<file path="config.mk">
export PLATFORM = sky130hd
export DESIGN_NAME = dmem_responder
export DESIGN_NICKNAME = d
export VERILOG_FILES = /design/src/rtl/dmem_responder.sv
export SDC_FILE = /design/constraint.sdc
export NUM_CORES = 2
export LEC_CHECK = 0
export ABC_AREA = 1
export BUFFER_PORTS_ARGS = -buffer_cell sky130_fd_sc_hd__buf_2
export CAP_MARGIN = 15
export CORE_UTILIZATION = 55
export DETAILED_ROUTE_END_ITERATION = 10
export PLACE_DENSITY = 0.73
export SETUP_SLACK_MARGIN = 0.05
export SYNTH_ARGS = -nofsm -noshare
export SYNTH_HDL_FRONTEND = slang
export SYNTH_SLANG_ARGS = --single-unit
</file>
<file path="constraint.sdc">
create_clock -name clk -period 5.7 [get_ports clk]
set_clock_uncertainty 0.1 [all_clocks]
set_input_delay 1.14 -clock clk [delete_from_list [all_inputs] [get_ports clk]]
set_output_delay 1.14 -clock clk [all_outputs]
set_load 0.05 [all_outputs]
</file>
<file path="src/rtl/dmem_responder.sv">
// rtl/dmem_responder.sv - handshaked multi-cycle data memory responder
//
// Purpose:
//    Serves CPU data loads and stores from a DEPTH x DW register array.
//    A request is accepted in IDLE and its fields are latched. LATENCY wait
//    states follow, then the access is performed, and a one-cycle ack
//    completes the transaction.
//
// Optional feature (macro DMEM_OOR_ERR_EN):
//    When defined, an address >= DEPTH is out of range. Such a store does not
//    write, such a load returns 0, and err is raised during the ack cycle.
//    When undefined, the address wraps modulo DEPTH and err is tied to 0.
//
// Ports:
//    clk    in   rising-edge clock
//    rst    in   asynchronous active-low reset
//    req    in   request level, held with we/addr/wdata until ack
//    we     in   1 = store, 0 = load
//    addr   in   16-bit word address
//    wdata  in   store data
//    ack    out  one-cycle completion pulse
//    rdata  out  load data, held until the next load completes
//    busy   out  high while in WAIT or RESP
//    err    out  out-of-range flag, qualified by ack

module dmem_responder #(
   parameter int DEPTH   = 128,
   parameter int LATENCY = 2,
   parameter int DW      = 16
) (
   input  logic          clk,
   input  logic          rst,
   input  logic          req,
   input  logic          we,
   input  logic [15:0]   addr,
   input  logic [DW-1:0] wdata,
   output logic          ack,
   output logic [DW-1:0] rdata,
   output logic          busy,
   output logic          err
);

   localparam int         AW  = (DEPTH > 1) ? $clog2(DEPTH) : 1;
   localparam logic [3:0] LAT = 4'(LATENCY);

   typedef enum logic [1:0] {
      ST_IDLE = 2'd0,
      ST_WAIT = 2'd1,
      ST_RESP = 2'd2
   } state_t;

   state_t         state_q, state_d;
   logic [3:0]     cnt_q, cnt_d;
   logic [AW-1:0]  idx_q;
   logic           we_q;
   logic [DW-1:0]  wdata_q;
   logic           oor_q;
   logic [DW-1:0]  rdata_q;
   logic [DW-1:0]  mem_q [DEPTH];

   logic           accept;
   logic           access;
   logic           addr_oor;

   // Upper address bits only matter for the range check; otherwise they are
   // discarded and the index wraps.
   logic           unused_addr_hi;
   assign unused_addr_hi = ^addr[15:AW];

`ifdef DMEM_OOR_ERR_EN
   localparam logic [16:0] DEPTH_L = 17'(DEPTH);
   assign addr_oor = ({1'b0, addr} >= DEPTH_L);
`else
   assign addr_oor = 1'b0;
`endif

   // State register
   always_ff @(posedge clk or negedge rst) begin
      if (!rst) begin
         state_q <= ST_IDLE;
         cnt_q   <= '0;
      end else begin
         state_q <= state_d;
         cnt_q   <= cnt_d;
      end
   end

   // Next-state logic
   always_comb begin
      state_d = state_q;
      cnt_d   = cnt_q;
      accept  = 1'b0;
      access  = 1'b0;
      case (state_q)
         ST_IDLE: begin
            if (req) begin
               accept  = 1'b1;
               cnt_d   = LAT;
               state_d = ST_WAIT;
            end
         end
         ST_WAIT: begin
            if (cnt_q != 4'd0) begin
               cnt_d = cnt_q - 4'd1;
            end else begin
               access  = 1'b1;
               state_d = ST_RESP;
            end
         end
         ST_RESP: begin
            state_d = ST_IDLE;
         end
         default: begin
            state_d = ST_IDLE;
         end
      endcase
   end

   // Request fields are captured once at acceptance; inputs are ignored
   // for the rest of the transaction.
   always_ff @(posedge clk or negedge rst) begin
      if (!rst) begin
         idx_q   <= '0;
         we_q    <= 1'b0;
         wdata_q <= '0;
         oor_q   <= 1'b0;
      end else if (accept) begin
         idx_q   <= addr[AW-1:0];
         we_q    <= we;
         wdata_q <= wdata;
         oor_q   <= addr_oor;
      end
   end

   // Storage array, cleared by reset
   always_ff @(posedge clk or negedge rst) begin
      if (!rst) begin
         for (int i = 0; i < DEPTH; i++) begin
            mem_q[i] <= '0;
         end
      end else if (access && we_q && !oor_q) begin
         mem_q[idx_q] <= wdata_q;
      end
   end

   // Load data register; stores leave it untouched
   always_ff @(posedge clk or negedge rst) begin
      if (!rst) begin
         rdata_q <= '0;
      end else if (access && !we_q) begin
         rdata_q <= oor_q ? '0 : mem_q[idx_q];
      end
   end

   assign ack   = (state_q == ST_RESP);
   assign busy  = (state_q != ST_IDLE);
   assign rdata = rdata_q;

`ifdef DMEM_OOR_ERR_EN
   assign err = ack && oor_q;
`else
   assign err = 1'b0;
`endif

endmodule

</file>
Word-level counts from Yosys, hierarchy flattened
Cells that the tools add are included.
{ "totals": {"register_bits": 2094, "wordCells": 169} }
{ "classes": {"addsub": 1, "order_cmp": 2, "eq_ne": 5, "muxes": 16, "bitwise": 1, "reduce_logical": 10} }
{ "ops": {"columns": ["op", "n"], "rows": [
  ["2048-bit bitwise mux", 1],
  ["16-bit binary-select mux with 7-bit select", 1],
  ["16-bit demux with 7-bit select", 1],
  ["16-bit 2-to-1 mux", 3],
  ["8-bit greater-or-equal comparator (second input constant)", 1],
  ["8-bit by 1-bit less-than comparator with 1-bit output (second input constant)", 1],
  ["4-bit 2-to-1 mux", 2],
  ["7-bit NOT with 8-bit output", 1],
  ["4-bit case mux with 2 select lines", 1],
  ["2-bit inequality test (second input constant)", 3],
  ["1-bit 2-to-1 mux", 4],
  ["2-bit 2-to-1 mux", 2],
  ["2-bit case mux with 2 select lines", 1],
  ["2-bit nonzero test", 2],
  ["4-bit nonzero test", 1],
  ["4-bit by 1-bit subtractor with 4-bit output (second input constant)", 1],
  ["1-bit logical AND", 3],
  ["3-bit AND reduction", 1],
  ["2-bit by 1-bit == test with 1-bit output (second input constant)", 1],
  ["2-bit == test (second input constant)", 1],
  ["2-bit zero test", 1],
  ["2-bit AND reduction", 1],
  ["1-bit zero test", 1]
]} }

Longest topological paths before layout
{ "depth": {"depth_word": 6, "mapped_depth": 17, "mapped_depth_nobuf": 13} }

Least setup slack after synthesis
OpenSTA, ideal clock, no wires.
{ "synth_timing": {"kind": "reg-to-output", "from": "register state_q[0]", "to": "output port ack", "t_arrival_ns": 1.035, "slack_ns": 3.425, "stages_incl_launch_ff": 2, "n_path_buf": 0, "cell_sequence": "dfrtp_1 > nor2_1"} }
{ "synth_between": {"elab_chain_cells": 1} }
{ "synth_rtl": {"columns": ["element", "line", "rtl"], "rows": [
  ["from (decl)", "52", "state_t state_q, state_d;"],
  ["from (signal assigned)", "83", "state_q <= state_d;"],
  ["2-bit == test", "155", "assign ack = (state_q == ST_RESP);"],
  ["to (decl)", "37", "output logic ack,"]
]} }
Every way passes these cells.

Worst setup path in the final report
{ "layout_timing": {"from": "register idx_q[0]", "to": "register rdata_q[1], in the netlist rdata[1]"} }
{ "layout_between": {"elab_chain_cells": 4} }
{ "layout_rtl": {"columns": ["element", "line", "rtl"], "rows": [
  ["from (decl)", "54", "logic [AW-1:0] idx_q;"],
  ["from (signal assigned)", "128", "idx_q <= addr[AW-1:0];"],
  ["7-bit NOT with 8-bit output (not written as such)", "151", "rdata_q <= oor_q ? '0 : mem_q[idx_q];"],
  ["16-bit binary-select mux with 7-bit select", "151", null],
  ["16-bit 2-to-1 mux (not written as such) (2 in a row)", "151", null],
  ["to (signal assigned)", "151", null],
  ["to (decl)", "58", "logic [DW-1:0] rdata_q;"]
]} }
Every way passes these cells. The select of a mux whose other input is x is not followed.
A chain may end at the register's enable or synchronous reset.

==> impl_metrics.toml <==
[status]
status = "complete, no violations"

[setup_path]
crit_family = "simple AND/OR/NAND/NOR gates"
crit_cells = 14
cpMostUsedCell = "nand2_1"
cp_num_buf_inv = 2
cp_max_fo = 113
slowest_delay_ns = 0.78
cp-start-kind = "flip-flop"
path_class = "reg -> reg"
critPathRequiredTime_ns = 6.33
path_cells = "inv_8, buf_4, nand2_1, nand2_1, nand2_1, nand2_1, nand2_1, nand2_1, nand2_1, nand2_1, o21ai_0, nand3_1, nor2_1, nor2_1"
reg2reg_depth = 14
crit_arrival_ns = 4.76
crit_slowest_cell = "dfrtp_4"
crit_path_end_kind = "flip-flop"

[grt]
grt_pass1_vias = 79600
antenna_found_initial = 3
grt_pass1_wl_um = 456000
grt_max_degree = 180
grt_overflow_total = 0
track_usage = 0.324

[clocking]
ctsResizeCount = 0
post_cts_buffers = 0
holdBufCountCts = 0
cts_max_level = 4
cts_root_buf = "clkbuf_16"
numCtsBuffers = 214
clock_latency_ns = 0.88
clk_transition_reported_paths_ns = 0.06
cts.sinks = 2094
cts_buffer_depth = 3
cts_tree = "done"

[routing]
vias_per_cell = 5.68
routedWlPerCell_um = 19.5
firstDrtPassIters = 6
finalWirelength_um = 289000
drc = 0
vias = 84000
first_iter_violations = 9407
ant_nets = 0

[placed_design]
dpl.cell_count = 14400
gp_congestion = 0.904
place.port_buffers = 44
placed_cell_area_um2 = 98000
dp_hpwl_um = 167000

[logic_synthesis]
synth_edf_count = 0
syn-num-nets = 12900
yosysWarnings = 0
synth-main-ff-cell = "dfrtp_1"
synth.avg_cell_area_um2 = 7.56
synth_area_leaders = "dfrtp_1, nand2_1, o21ai_0"
synthTopCellsByCount = "nand2_1, dfrtp_1, o21ai_0"
ys_types = 36
synthCells = 12800
synth.largest_area_cell = "dfrtp_1"
syn-cell-area_um2 = 97100
ys_seq_area_frac = 0.540
yosysMostFrequentCell = "nand2_1"
synth_top_area_share = 0.540
ys_ff_latch = 2094
synthArstFlopShare = 1.00

[floorplan]
initial_core_util = 0.556
fp.dieH_um = 422
fp.dieArea_um2 = 178000
die_w_um = 422
coreArea_um2 = 175000
rows = 153
io_pins = 55

[sta]
finalSetupTns_ns = 0
tightest_slew_ns = 1.18
max_freq_mhz = 242
maxSlewViolCount = 0
finalSetupViolCount = 0
period_needed_ns = 4.13
max_slew_margin = 0.210
hold_viol = 0
holdWs_ns = 0.139
min_period_over_period = 0.725
rsz0062_at_grt = "false"

[cells_and_area]
drive_gt1_frac = 0.0600
finalNonFillerCells = 14800
layout.area.seq_um2 = 52400
nFillCells = 15500
syn_to_final_growth_pct = 8.41
multi_input_area_um2 = 40200
nNetsFinal = 12300
final_area_um2 = 105000

[hold_path]
hold_path_class = "in -> async"

[pwr]
power_density_nw_per_um2 = 389
p_leak_uw = 0.0525
ir_drop_mv = 0.546

[flow_run]
drv_cap = 0
## cell families after synthesis
kind of cell | after synthesis | synth area share
other | 1 | 0.0000386
AO/OA/AOI/OAI | 2441 | 0.127
buffers and inverters | 1086 | 0.0462
adder cells (fa/ha/maj) | 2 | 0.000258
AND/OR/NAND/NOR | 7215 | 0.287
flip-flops | 2094 | 0.540
## metrics by stage
stage	power [µW]	utilization	setup WS (ns)
CTS	40800	0.603	1.66
global placement	26500	0.562	1.74
detailed placement	26600	0.562	1.76
finish	41000	0.603	1.57
global route	42200	0.603	1.44
floorplan	22100	-	3.42
## path summary, 6_finish.rpt
path	start	endpoint	slack, ns
max reg2reg	idx_q[0]	rdata[1]	1.57
min reg2reg	mem_q[1038]	mem_q[1038]	0.38
min	rst	mem_q[464]	0.14
max	idx_q[0]	rdata[1]	1.57
max in group asynchronous	rst	mem_q[1195]	3.67
min in group clk	wdata[14]	wdata_q[14]	0.37
## flip-flops by register name (all words and copies together), names as in the netlist
register	count
rdata	16
idx_q	7
cnt_q	4
we_q	1
state_q	2
mem_q	2048
wdata_q	16
## metal layers
metal | vias to the layer above | part of all wire | track usage
met4 | 0 | 0.052 | 0.160
li1 | 39400 | - | -
met3 | 634 | 0.086 | 0.0551
met5 | - | 0 | 0
met1 | 40400 | 0.41 | 0.438
met2 | 3681 | 0.45 | 0.509
## cell type report
| class | instances | share of cell area |
|---|---|---|
| multi-input cells | 9659 | 0.382 |
| inverters | 62 | 0.00281 |
| well taps | 2325 | 0.0276 |
| repair buffers | 262 | 0.0210 |
| diodes | 3 | 0.0000713 |
| flip-flops and latches | 2094 | 0.498 |
| clock buffers | 318 | 0.0606 |
| clock inverters | 74 | 0.00790 |
## power breakdown
part           internal [µW]  total [µW]  switching (µW)
registers              15400       15900             495
logic                   1370       10800            9380
clock network           8290       14300            6030
## cell usage in the layout (no fill, tap or decap), types with 7 or more instances in the layout
master	Yosys	final
a22oi_1	25	25
buf_4	9	191
clkbuf_16	0	218
o22ai_1	7	7
inv_4	1	16
clkinv_2	0	47
nand3b_1	9	9
nor2_1	92	91
nand2_4	41	41
buf_12	0	28
and2_0	8	8
nand4_1	36	36
a21oi_1	185	185
o21ai_0	2085	2085
nand3_1	44	44
nand2_2	13	13
nor2_2	11	11
inv_1	49	33
bufinv_16	0	12
or2_2	21	21
inv_2	12	10
buf_2	255	43
clkbuf_1	717	45
o21ai_1	133	133
nor2_4	16	17
dfrtp_1	2094	2091
clkbuf_8	0	55
nand2_1	6914	6914
No activity file was read; power rests on OpenSTA's default activity.
